`src/rtl/addsub_accumulator.sv`:
```
// rtl/addsub_accumulator.sv - signed 4-bit add/subtract accumulator with valid/ready operand and result streams
// A ripple add/sub datapath folds each accepted beat into acc; the final value is offered once the last beat is taken.
module addsub_accumulator (
  input  logic       clk,
  input  logic       rst_n,
  input  logic       start,
  output logic       busy,
  input  logic       in_valid,
  output logic       in_ready,
  input  logic [3:0] in_data,
  input  logic       in_sub,
  input  logic       in_last,
  output logic       res_valid,
  input  logic       res_ready,
  output logic [3:0] res_sum,
  output logic       res_carry,
  output logic       res_ovf,
  output logic [3:0] res_count
);

  typedef enum logic [1:0] {IDLE = 2'd0, RUN = 2'd1, DONE = 2'd2} state_t;

  state_t     state_q, state_d;
  logic [3:0] acc_q, acc_d;
  logic       carry_q, carry_d;
  logic       ovf_q, ovf_d;
  logic [3:0] count_q, count_d;

  logic [3:0] b_inv;
  logic [3:0] sum;
  logic [4:0] c;
  logic       accept;

  // Ripple chain: c[i] is the carry into bit i, c[0] doubles as the subtract carry-in.
  always_comb begin
    b_inv = in_data ^ {4{in_sub}};
    c     = 5'd0;
    sum   = 4'd0;
    c[0]  = in_sub;
    for (int i = 0; i < 4; i++) begin
      sum[i]   = acc_q[i] ^ b_inv[i] ^ c[i];
      c[i+1]   = (acc_q[i] & b_inv[i]) | (c[i] & (acc_q[i] ^ b_inv[i]));
    end
  end

  assign accept = in_valid && (state_q == RUN);

  always_comb begin
    state_d = state_q;
    acc_d   = acc_q;
    carry_d = carry_q;
    ovf_d   = ovf_q;
    count_d = count_q;
    case (state_q)
      IDLE: begin
        if (start) begin
          state_d = RUN;
          acc_d   = 4'd0;
          carry_d = 1'b0;
          ovf_d   = 1'b0;
          count_d = 4'd0;
        end
      end
      RUN: begin
        if (accept) begin
          acc_d   = sum;
          carry_d = c[4];
          ovf_d   = ovf_q | (c[4] ^ c[3]);
          count_d = (count_q == 4'd15) ? 4'd15 : count_q + 4'd1;
          if (in_last) state_d = DONE;
        end
      end
      DONE: begin
        if (res_ready) state_d = IDLE;
      end
      default: state_d = IDLE;
    endcase
  end

  always_ff @(posedge clk or negedge rst_n) begin
    if (!rst_n) begin
      state_q <= IDLE;
      acc_q   <= 4'd0;
      carry_q <= 1'b0;
      ovf_q   <= 1'b0;
      count_q <= 4'd0;
    end else begin
      state_q <= state_d;
      acc_q   <= acc_d;
      carry_q <= carry_d;
      ovf_q   <= ovf_d;
      count_q <= count_d;
    end
  end

  assign busy      = (state_q != IDLE);
  assign in_ready  = (state_q == RUN);
  assign res_valid = (state_q == DONE);
  assign res_sum   = acc_q;
  assign res_carry = carry_q;
  assign res_ovf   = ovf_q;
  assign res_count = count_q;

endmodule

```
`config.mk`:
```
export PLATFORM = sky130hd
export DESIGN_NAME = addsub_accumulator
export DESIGN_NICKNAME = d
export VERILOG_FILES = /design/src/rtl/addsub_accumulator.sv
export SDC_FILE = /design/constraint.sdc
export NUM_CORES = 1
export LEC_CHECK = 0
export ABC_AREA = 1
export BUFFER_PORTS_ARGS = -buffer_cell sky130_fd_sc_hd__buf_2
export CORE_AREA = 2 2 42 44
export DETAILED_ROUTE_END_ITERATION = 16
export DIE_AREA = 0 0 44 46
export PLACE_DENSITY = 0.71
export SYNTH_ARGS = -nofsm -noshare
export SYNTH_HDL_FRONTEND = slang
export SYNTH_SLANG_ARGS = --single-unit
```
`constraint.sdc`:
```
create_clock -name clk -period 3.1 [get_ports clk]
set_input_delay 0.62 -clock clk [delete_from_list [all_inputs] [get_ports clk]]
set_output_delay 0.62 -clock clk [all_outputs]
set_load 0.02 [all_outputs]
```
[Yosys cells after proc, flatten, opt, wreduce, memory -nomap -nowiden]
Cells that the tools add are included.
Word-level totals
  register bits: 12
  bits of input ports: 11
  word-level logic and storage cells: 58
Operators by class
  add/subtract/negate cells: 1
  eq/ne operators: 7
  mux-type cells: 16
  bitwise operators: 23
  reduce and logical (&&, ||, !) cells: 6
Operators by type and width (count)
  two-way mux 4 bit: 4
  one-hot mux 4 bit (2 select lines): 2
  XOR 1 bit: 9
  bitwise AND 1 bit: 8
  two-way mux 2 bit: 4
  inequality test 2 x 1 -> 1 bit, second input constant: 3
  one-hot mux 2 bit (3 select lines): 1
  OR 1 bit: 5
  adder 4 x 1 -> 4 bit, second input constant: 1
  == test 4 bit, second input constant: 1
  one-hot mux 1 bit (2 select lines): 2
  AND reduction 4 bit: 1
  nonzero test 2 bit: 2
  XOR 4 bit: 1
  two-way mux 1 bit: 3
  AND reduction 3 bit: 1
  == test 2 x 1 -> 1 bit, second input constant: 1
  == test 2 bit, second input constant: 1
  zero test 2 bit: 1
  inequality test 2 bit, second input constant: 1
  logical AND 1 bit: 1

[Depth between registers and ports, before layout]
Gate-level depths: netlist (run 1).
  depth after elaboration: 14
  depth in mapped cells: 11
  mapped depth without buffers: 11

[Worst setup path before layout (run 1)]
OpenSTA, ideal clock, no wires.
  path kind: input to register
  start point: in in_data[1]
  end point: reg ovf_q, in the netlist res_ovf
  data arrival time: 2.318 ns
  required time: 3.016 ns
  path slack: 0.698 ns
  stages on the path: 9
  buffers on the path: 0
  path through: xnor2_1 -> fa_1 -> fa_1 -> fa_1 -> inv_1 -> nand2_1 -> nand2_1 -> nand2_1 -> a21boi_0
Between the ends
  longest elaborated chain between the ends: 12
RTL lines
  start: declaration: line 10  | input logic [3:0] in_data,
  XOR 4 bit *: line 36  | b_inv = in_data ^ {4{in_sub}};
  XOR 1 bit: line 42  | c[i+1] = (acc_q[i] & b_inv[i]) | (c[i] & (acc_q[i] ^ b_inv[i]));
  bitwise AND 1 bit: line 42
  OR 1 bit *: line 42
  bitwise AND 1 bit *: line 42
  OR 1 bit *: line 42
  bitwise AND 1 bit: line 42
  OR 1 bit: line 42
  XOR 1 bit *: line 68  | ovf_d = ovf_q | (c[4] ^ c[3]);
  OR 1 bit *: line 68
  two-way mux 1 bit *: line 65  | if (accept) begin
  one-hot mux 1 bit (2 select lines) *: line 54  | case (state_q)
  end signal: assignment: line 91  | ovf_q <= ovf_d;
  end: declaration: line 26  | logic ovf_q, ovf_d;
Mark *: on every way between the ends. The rest lies on a longest branch, timed or not. The select of a mux whose other input is x is not followed.
A chain may end at the register's enable or synchronous reset.

[Final worst setup path (run 1)]
  start point: in in_sub
  end point: reg ovf_q, in the netlist res_ovf
Between the ends
  longest elaborated chain between the ends: 14
RTL lines
  start: declaration: line 11  | input logic in_sub,
  XOR 4 bit: line 36
  XOR 1 bit: line 42
  bitwise AND 1 bit: line 42
  OR 1 bit: line 42
  bitwise AND 1 bit: line 42
  OR 1 bit: line 42
  bitwise AND 1 bit: line 42
  OR 1 bit: line 42
  bitwise AND 1 bit: line 42
  OR 1 bit: line 42
  XOR 1 bit *: line 68
  OR 1 bit *: line 68
  two-way mux 1 bit *: line 65
  one-hot mux 1 bit (2 select lines) *: line 54
Marks and branches as above.

==> out/results.tsv, run 1 <==
metric	value	unit
status	finished clean	
postCtsSetupRepairBufs	0	
cts_root_buf	clkbuf_4	
instances_no_fill	125	
row_count	15	
syn_area	687	sq um
wire_per_inst	9.82	microns
p_sw_share	46.0	%
clk_path_buf_depth	2	
ant_nets	0	
worst_slew_pin_slew	0.464	ns
die_w	44	microns
finalPower	0.000728	W
place_congestion	0.774	
die_area	2020	sq um
critPathKind	input port to flop	
syn_inst	83	
power.internal	0.000393	W
leakage	0.472	nW
start_util	42.6	%
antenna-diode-count	0	
synth_edf_count	0	
synth_flop_cell	dfrtp_1	
crit_path_start_kind	input port	
io_buffers	23	
dieHeight	46	microns
cts.sinks	12	
dr.pass1.iters	2	
dpl_cell_area	816	sq um
synth_top_cell_by_area	dfrtp_1	
post_route_cells_drive_above_1_share	25.9	%
timing.final.crit_share	76.5	%
ys_types	16	
max_stage_delay	0.44	ns
cp_max_fo	4	
cts_resized	0	
grt_max_degree	13	
setup_viol	0	
core	1610	sq um
ys_ff_latch	12	
min_path_type	input port to asynchronous set/reset pin	
overflow	0	
hold_buffers	0	
period_needed	2.37	ns
p_per_area	868	nW/um^2
synth_warnings	0	
p_clk_share	12.3	%
design_area	838	sq um
antenna_found_initial	0	
area_growth	22.0	%
wirelength	1230	microns
fmaxAchievable	0.422	GHz
required	3.28	ns
cp_cell_sequence	buf_2 -> xnor2_1 -> fa_1 -> fa_1 -> fa_1 -> inv_1 -> nand2_1 -> nand2_1 -> nand2_1 -> a21boi_0	
pwr-share-comb	52.2	%
finalHoldViolations	0	
finalNetCount	125	
drt_iter0_markers	5	
vias	598	
critPathTopFamily	adder cells	
grt_setup_unrepaired	false	
synth.area.top_cells	dfrtp_1 44%, nand2_1 12%, fa_1 8.7%	
crit_buf_inv	2	
avgSynthCellArea	8.28	sq um
placed_cells	122	
ir_worst_vdd	0.256	mV
slowest_stage	fa_1	
drv_slew	0	
cts-buffers-inserted	3	
grt_pass1_wl	2190	microns
async_reset_ff_share	100	%
drc	0	
syn_nets	98	
cts_tree	done	
synth_seq_area_share	43.7	%
max_cap_violations	0	
p_seq_share	35.5	%
ctsHtreeMaxLevel	1	
vias_per_cell	4.78	
finalSetupTns	0	ns
skew	0.00258	ns
endpoint_kind	flop	
crit_arrival	2.56	ns
place_hpwl	1030	microns
switchingPower	0.000335	W
clock_latency	0.26	ns
slew-limit-headroom	69.0	%
grt.total_usage	14.7	%
synth_top_area_share	43.7	%
grt_pass1_vias	534	
clk_pin_slew	0.07	ns
ios	24	
==> logic make-up after synthesis <==
group	count (synthesis)	synth area share (%)
adder cells (fa/ha/maj)	4	10.6
AO/OA/AOI/OAI	11	9.29
buffers and inverters	16	9.29
flip-flops	12	43.7
AND/OR/NAND/NOR	37	23.3
XOR/XNOR	3	3.83
==> state kept, by name (all words and copies together) (netlist names) <==
register / count
res_carry: 1
state_q: 2
res_sum: 4
res_ovf: 1
res_count: 4
==> power groups by stage <==
stage                     sequential (W)   clock, W  combinational, W
after floorplan                 0.000314          0          0.000222
after global placement          0.000259          0          0.000382
after detailed placement        0.000261          0          0.000386
after CTS                       0.000259  0.0000935          0.000388
after global routing            0.000268   0.000101          0.000430
final                           0.000258  0.0000897          0.000380
==> placed cells by master (no fill, tap or decap) <==
cell and count:
xnor2_1 3, clkbuf_4 3, nand2_1 22, buf_2 23
nand2_4 1, o21ai_0 5, ha_1 1, dfrtp_1 12
o21ai_1 1, o31ai_1 1, nand3_1 9, fa_1 3
a21boi_0 1, o22ai_1 3, nand2_2 1, nor2_1 4
inv_1 15
==> per-layer routing <==
| layer | vias to the layer above | GRT usage [%] | routed length, microns |
|---|---|---|---|
| li1 | 311 | - | - |
| met1 | 267 | 18.4 | 574 |
| met2 | 17 | 25.6 | 575 |
| met3 | 3 | 2.38 | 61 |
| met4 | 0 | 5.45 | 15 |
| met5 | - | 0 | 0 |
==> worst register-to-register path: stages, from the launching register on <==
cell and delay [ns]:
dfrtp_1 0.37, inv_1 0.06, nand2_1 0.05, o21ai_0 0.09
fa_1 0.39, fa_1 0.43, fa_1 0.44, inv_1 0.07
nand2_1 0.04, nand2_1 0.06, nand2_1 0.05, a21boi_0 0.15
==> cells in the mapped netlist (3+ instances only) <==
master   instances
nand2_1         22
inv_1           15
dfrtp_1         12
nand3_1          9
o21ai_0          5
nor2_1           4
fa_1             3
o22ai_1          3
xnor2_1          3
==> layout make-up <==
class / count / area (sq um)
Multi-Input combinational cell: 55 / 323
Sequential cell: 12 / 300
Inverter: 15 / 56.3
Timing Repair Buffer: 23 / 115
Fill cell: 165 / 776
Tap cell: 17 / 21.3
Clock buffer: 3 / 22.5
==> final timing paths <==
check | from | to | slack (ns) | cells after the start
max reg2reg | res_sum[0] | res_ovf | 0.81 | 11
min in group clk | res_sum[0] | res_sum[0] | 0.51 | 2
max in group asynchronous | rst_n | res_sum[1] | 2.68 | 1
min reg2reg | res_sum[0] | res_sum[0] | 0.51 | 2
max | in_sub | res_ovf | 0.73 | 10
min | rst_n | res_count[1] | 0.22 | 1
==> per-stage QoR <==
step | hold slack (ns) | setup slack, ns | util [%]
floorplan | 0.324 | 0.698 | -
global placement | 0.479 | 0.498 | 50.5
detailed placement | 0.495 | 0.428 | 50.5
CTS | 0.222 | 0.708 | 51.9
global route | 0.227 | 0.602 | 51.9
finish | 0.218 | 0.728 | 51.9
(Power assumes the default switching activity.)
==> run 2, diff against run 1 <==
--- a/config.mk
+++ b/config.mk
@@ -7,10 +7,10 @@
 export LEC_CHECK = 0
 export ABC_AREA = 1
 export BUFFER_PORTS_ARGS = -buffer_cell sky130_fd_sc_hd__buf_2
-export CORE_AREA = 2 2 42 44
+export CORE_AREA = 2 2 44 46
 export DETAILED_ROUTE_END_ITERATION = 16
-export DIE_AREA = 0 0 44 46
-export PLACE_DENSITY = 0.71
+export DIE_AREA = 0 0 46 48
+export PLACE_DENSITY = 0.68
 export SYNTH_ARGS = -nofsm -noshare
 export SYNTH_HDL_FRONTEND = slang
 export SYNTH_SLANG_ARGS = --single-unit
==> constraint.sdc (replaced) <==
create_clock -name clk -period 2.1 [get_ports clk]
set_input_delay 0.42 -clock clk [delete_from_list [all_inputs] [get_ports clk]]
set_output_delay 0.42 -clock clk [all_outputs]
set_load 0.02 [all_outputs]
==> run 2 against run 1 <==
- via count is 7.5% higher
- core utilization rose by 1.4 points
- clock power grew 110%
- flip-flop and latch count is the same
- cell count up 4.0%
- final area grew 7.5%
- power increased by 65%
- non-clock buffer count is 4 higher
- clock-buffer cell count rose by 1
- global-route usage rose by 2.4 points
- clock skew grew 0.0011 ns
- combinational power increased by 66%
==> out/results.tsv, run 2 (same netlist as run 1, synthesis figures left out) <==
metric	value	unit	change
status	finished clean		unchanged
max_stage_delay	0.39	ns	was 0.44 ns
clock_latency	0.27	ns	was 0.26 ns
die_w	46	microns	was 44 microns
layout_commonest_cell	buf_2		unchanged
post_route_cells_drive_above_1_share	37.2	%	was 25.9%
die_area	2210	sq um	was 2020 sq um
nFillCells	182		was 165
core	1690	sq um	was 1610 sq um
hold_buffers	0		unchanged
cts-buffers-inserted	3		unchanged
critPathTopFamily	adder cells		unchanged
min_path_type	input port to asynchronous set/reset pin		unchanged
final-seq-area	302	sq um	was 300 sq um
overflow	0		unchanged
ir_worst_vdd	0.685	mV	was 0.256 mV
ant_nets	0		unchanged
crit_path_start_kind	flop		was input port
timing.final.crit_share	96.3	%	
p_per_area	1330	nW/um^2	was 868 nW/um^2
hold_ws	0.0121	ns	was 0.218 ns
cp_max_fo	3		was 4
vias	643		was 598
final_core_util	53.3	%	was 51.9%
area_growth	31.1	%	was 22.0%
instances_no_fill	130		was 125
worst_slew_pin_slew	0.496	ns	was 0.464 ns
io_buffers	23		unchanged
grt_pass1_wl	2530	microns	was 2190 microns
place_hpwl	1190	microns	was 1030 microns
wire_per_inst	11.5	microns	was 9.82 microns
p_clk_share	15.7	%	was 12.3%
clk_path_buf_depth	2		unchanged
antenna-diode-count	0		unchanged
switchingPower	0.000544	W	was 0.000335 W
mostFrequentLayoutCells	23 x buf_2, 21 x nand2_1, 13 x inv_1		was 23 x buf_2, 22 x nand2_1, 15 x inv_1
pwr-share-comb	52.6	%	was 52.2%
period_needed	2.02	ns	
p_seq_share	31.7	%	was 35.5%
leakage	0.496	nW	was 0.472 nW
ff2ff_path_depth	11		unchanged
crit_buf_inv	2		unchanged
dr.pass1.iters	4		was 2
dieHeight	48	microns	was 46 microns
ios	24		unchanged
grt_max_degree	13		unchanged
r2r_end	res_ovf		unchanged
finalHoldViolations	0		unchanged
vias_per_cell	4.95		was 4.78
p_sw_share	45.3	%	was 46.0%
design_area	901	sq um	was 838 sq um
setup_viol	0		unchanged
dpl_cell_area	855	sq um	was 816 sq um
drc	0		unchanged
placed_cells	126		was 122
cts.sinks	12		unchanged
ctsHtreeMaxLevel	1		unchanged
required	2.31	ns	was 3.28 ns
grt.total_usage	17.1	%	was 14.7%
critPathKind	flop to flop		was input port to flop
r2r_slack	0.08	ns	was 0.81 ns
cts_tree	done		unchanged
grt_pass1_vias	578		was 534
start_util	40.7	%	was 42.6%
max_cap_violations	0		unchanged
crit_arrival	2.23	ns	was 2.56 ns
drt_iter0_markers	9		was 5
cp_cell_sequence	inv_2 -> nand2_2 -> o21ai_2 -> fa_2 -> fa_2 -> fa_2 -> inv_2 -> nand2_1 -> nand2_1 -> nand2_1 -> a21boi_2		was buf_2 -> xnor2_1 -> fa_1 -> fa_1 -> fa_1 -> inv_1 -> nand2_1 -> nand2_1 -> nand2_1 -> a21boi_0
place_congestion	0.742		was 0.774
grt_setup_unrepaired	true		was false
cts_root_buf	clkbuf_4		unchanged
multi_input_area	340	sq um	was 323 sq um
power.internal	0.000657	W	was 0.000393 W
drv_slew	0		unchanged
finalNetCount	129		was 125
wirelength	1490	microns	was 1230 microns
finalSetupTns	0	ns	unchanged
postCtsSetupRepairBufs	0		unchanged
slowest_stage	fa_2		was fa_1
r2r-start	res_sum[0]		unchanged
antenna_found_initial	0		unchanged
endpoint_kind	flop		unchanged
fmaxAchievable	0.494	GHz	
row_count	15		unchanged
skew	0.00370	ns	was 0.00258 ns
clk_pin_slew	0.08	ns	was 0.07 ns
slew-limit-headroom	66.9	%	was 69.0%
-- run 2: cell count changes in the layout (fill, tap and decap cells not counted), sizes merged --
cell    previous run  this run
buf               23        27
clkbuf             3         4
-- run 2: how the worst max path moves through the flow --
| stage | start | end | cells past startpoint |
|---|---|---|---|
| 4_1_cts | res_sum[0] | res_ovf | 11 |
| 6_report | res_sum[0] | res_ovf | 11 |
| 5_1_grt | res_sum[0] | res_ovf | 11 |
| 3_3_place_gp | in_sub | res_ovf | 10 |
| 3_5_place_dp | in_sub | res_ovf | 10 |
| 2_1_floorplan | res_sum[1] | res_ovf | 9 |
-- run 2: area by class of cell --
class	count	share of cell area, %
tap	17	2.36
sequential	12	33.5
multi-input combinational	55	37.8
timing repair buffer	27	16.1
clock buffer	4	4.03
inverter	15	6.25
-- run 2: power groups by stage --
stage               Sequential (W)  Clock (W)  Combinational (W)
floorplan                 0.000465          0           0.000337
global placement          0.000381          0           0.000604
detailed placement        0.000384          0           0.000626
CTS                       0.000381   0.000193           0.000629
global route              0.000396   0.000207           0.000720
finish                    0.000381   0.000188           0.000632
-- run 2: worst register-to-register path, cell delays in order (launching register included) --
cell      delay [ns]
dfrtp_2         0.37
inv_2           0.04
nand2_2         0.05
o21ai_2         0.06
fa_2            0.34
fa_2            0.37
fa_2            0.39
inv_2           0.05
nand2_1         0.04
nand2_1         0.05
nand2_1         0.06
a21boi_2        0.13
-- run 2: through the flow --
| stage | total power [W] | worst slack (ns) |
|---|---|---|
| 6_report | 0.00120 | 0.0768 |
| 5_1_grt | 0.00132 | -0.0307 |
| 4_1_cts | 0.00120 | 0.0377 |
| 3_5_place_dp | 0.00101 | -0.254 |
| 3_3_place_gp | 0.000985 | -0.160 |
| 2_1_floorplan | 0.000802 | -0.0223 |
-- run 2: repair_timing --
action,4_1_cts,5_1_grt
pin swaps,1,0
endpoints found under the setup margin,1,2
resized for setup,1,5
-- run 2: routing by layer --
layer | vias to the layer above | GRT usage [%] | share of wire (%) | wire length (microns)
met5 | - | 0 | 0 | 0
met4 | 0 | 8.57 | 0.67 | 10
met3 | 2 | 3.40 | 3.3 | 49
met2 | 19 | 28.1 | 51 | 764
met1 | 302 | 21.6 | 45 | 666
li1 | 320 | - | - | -
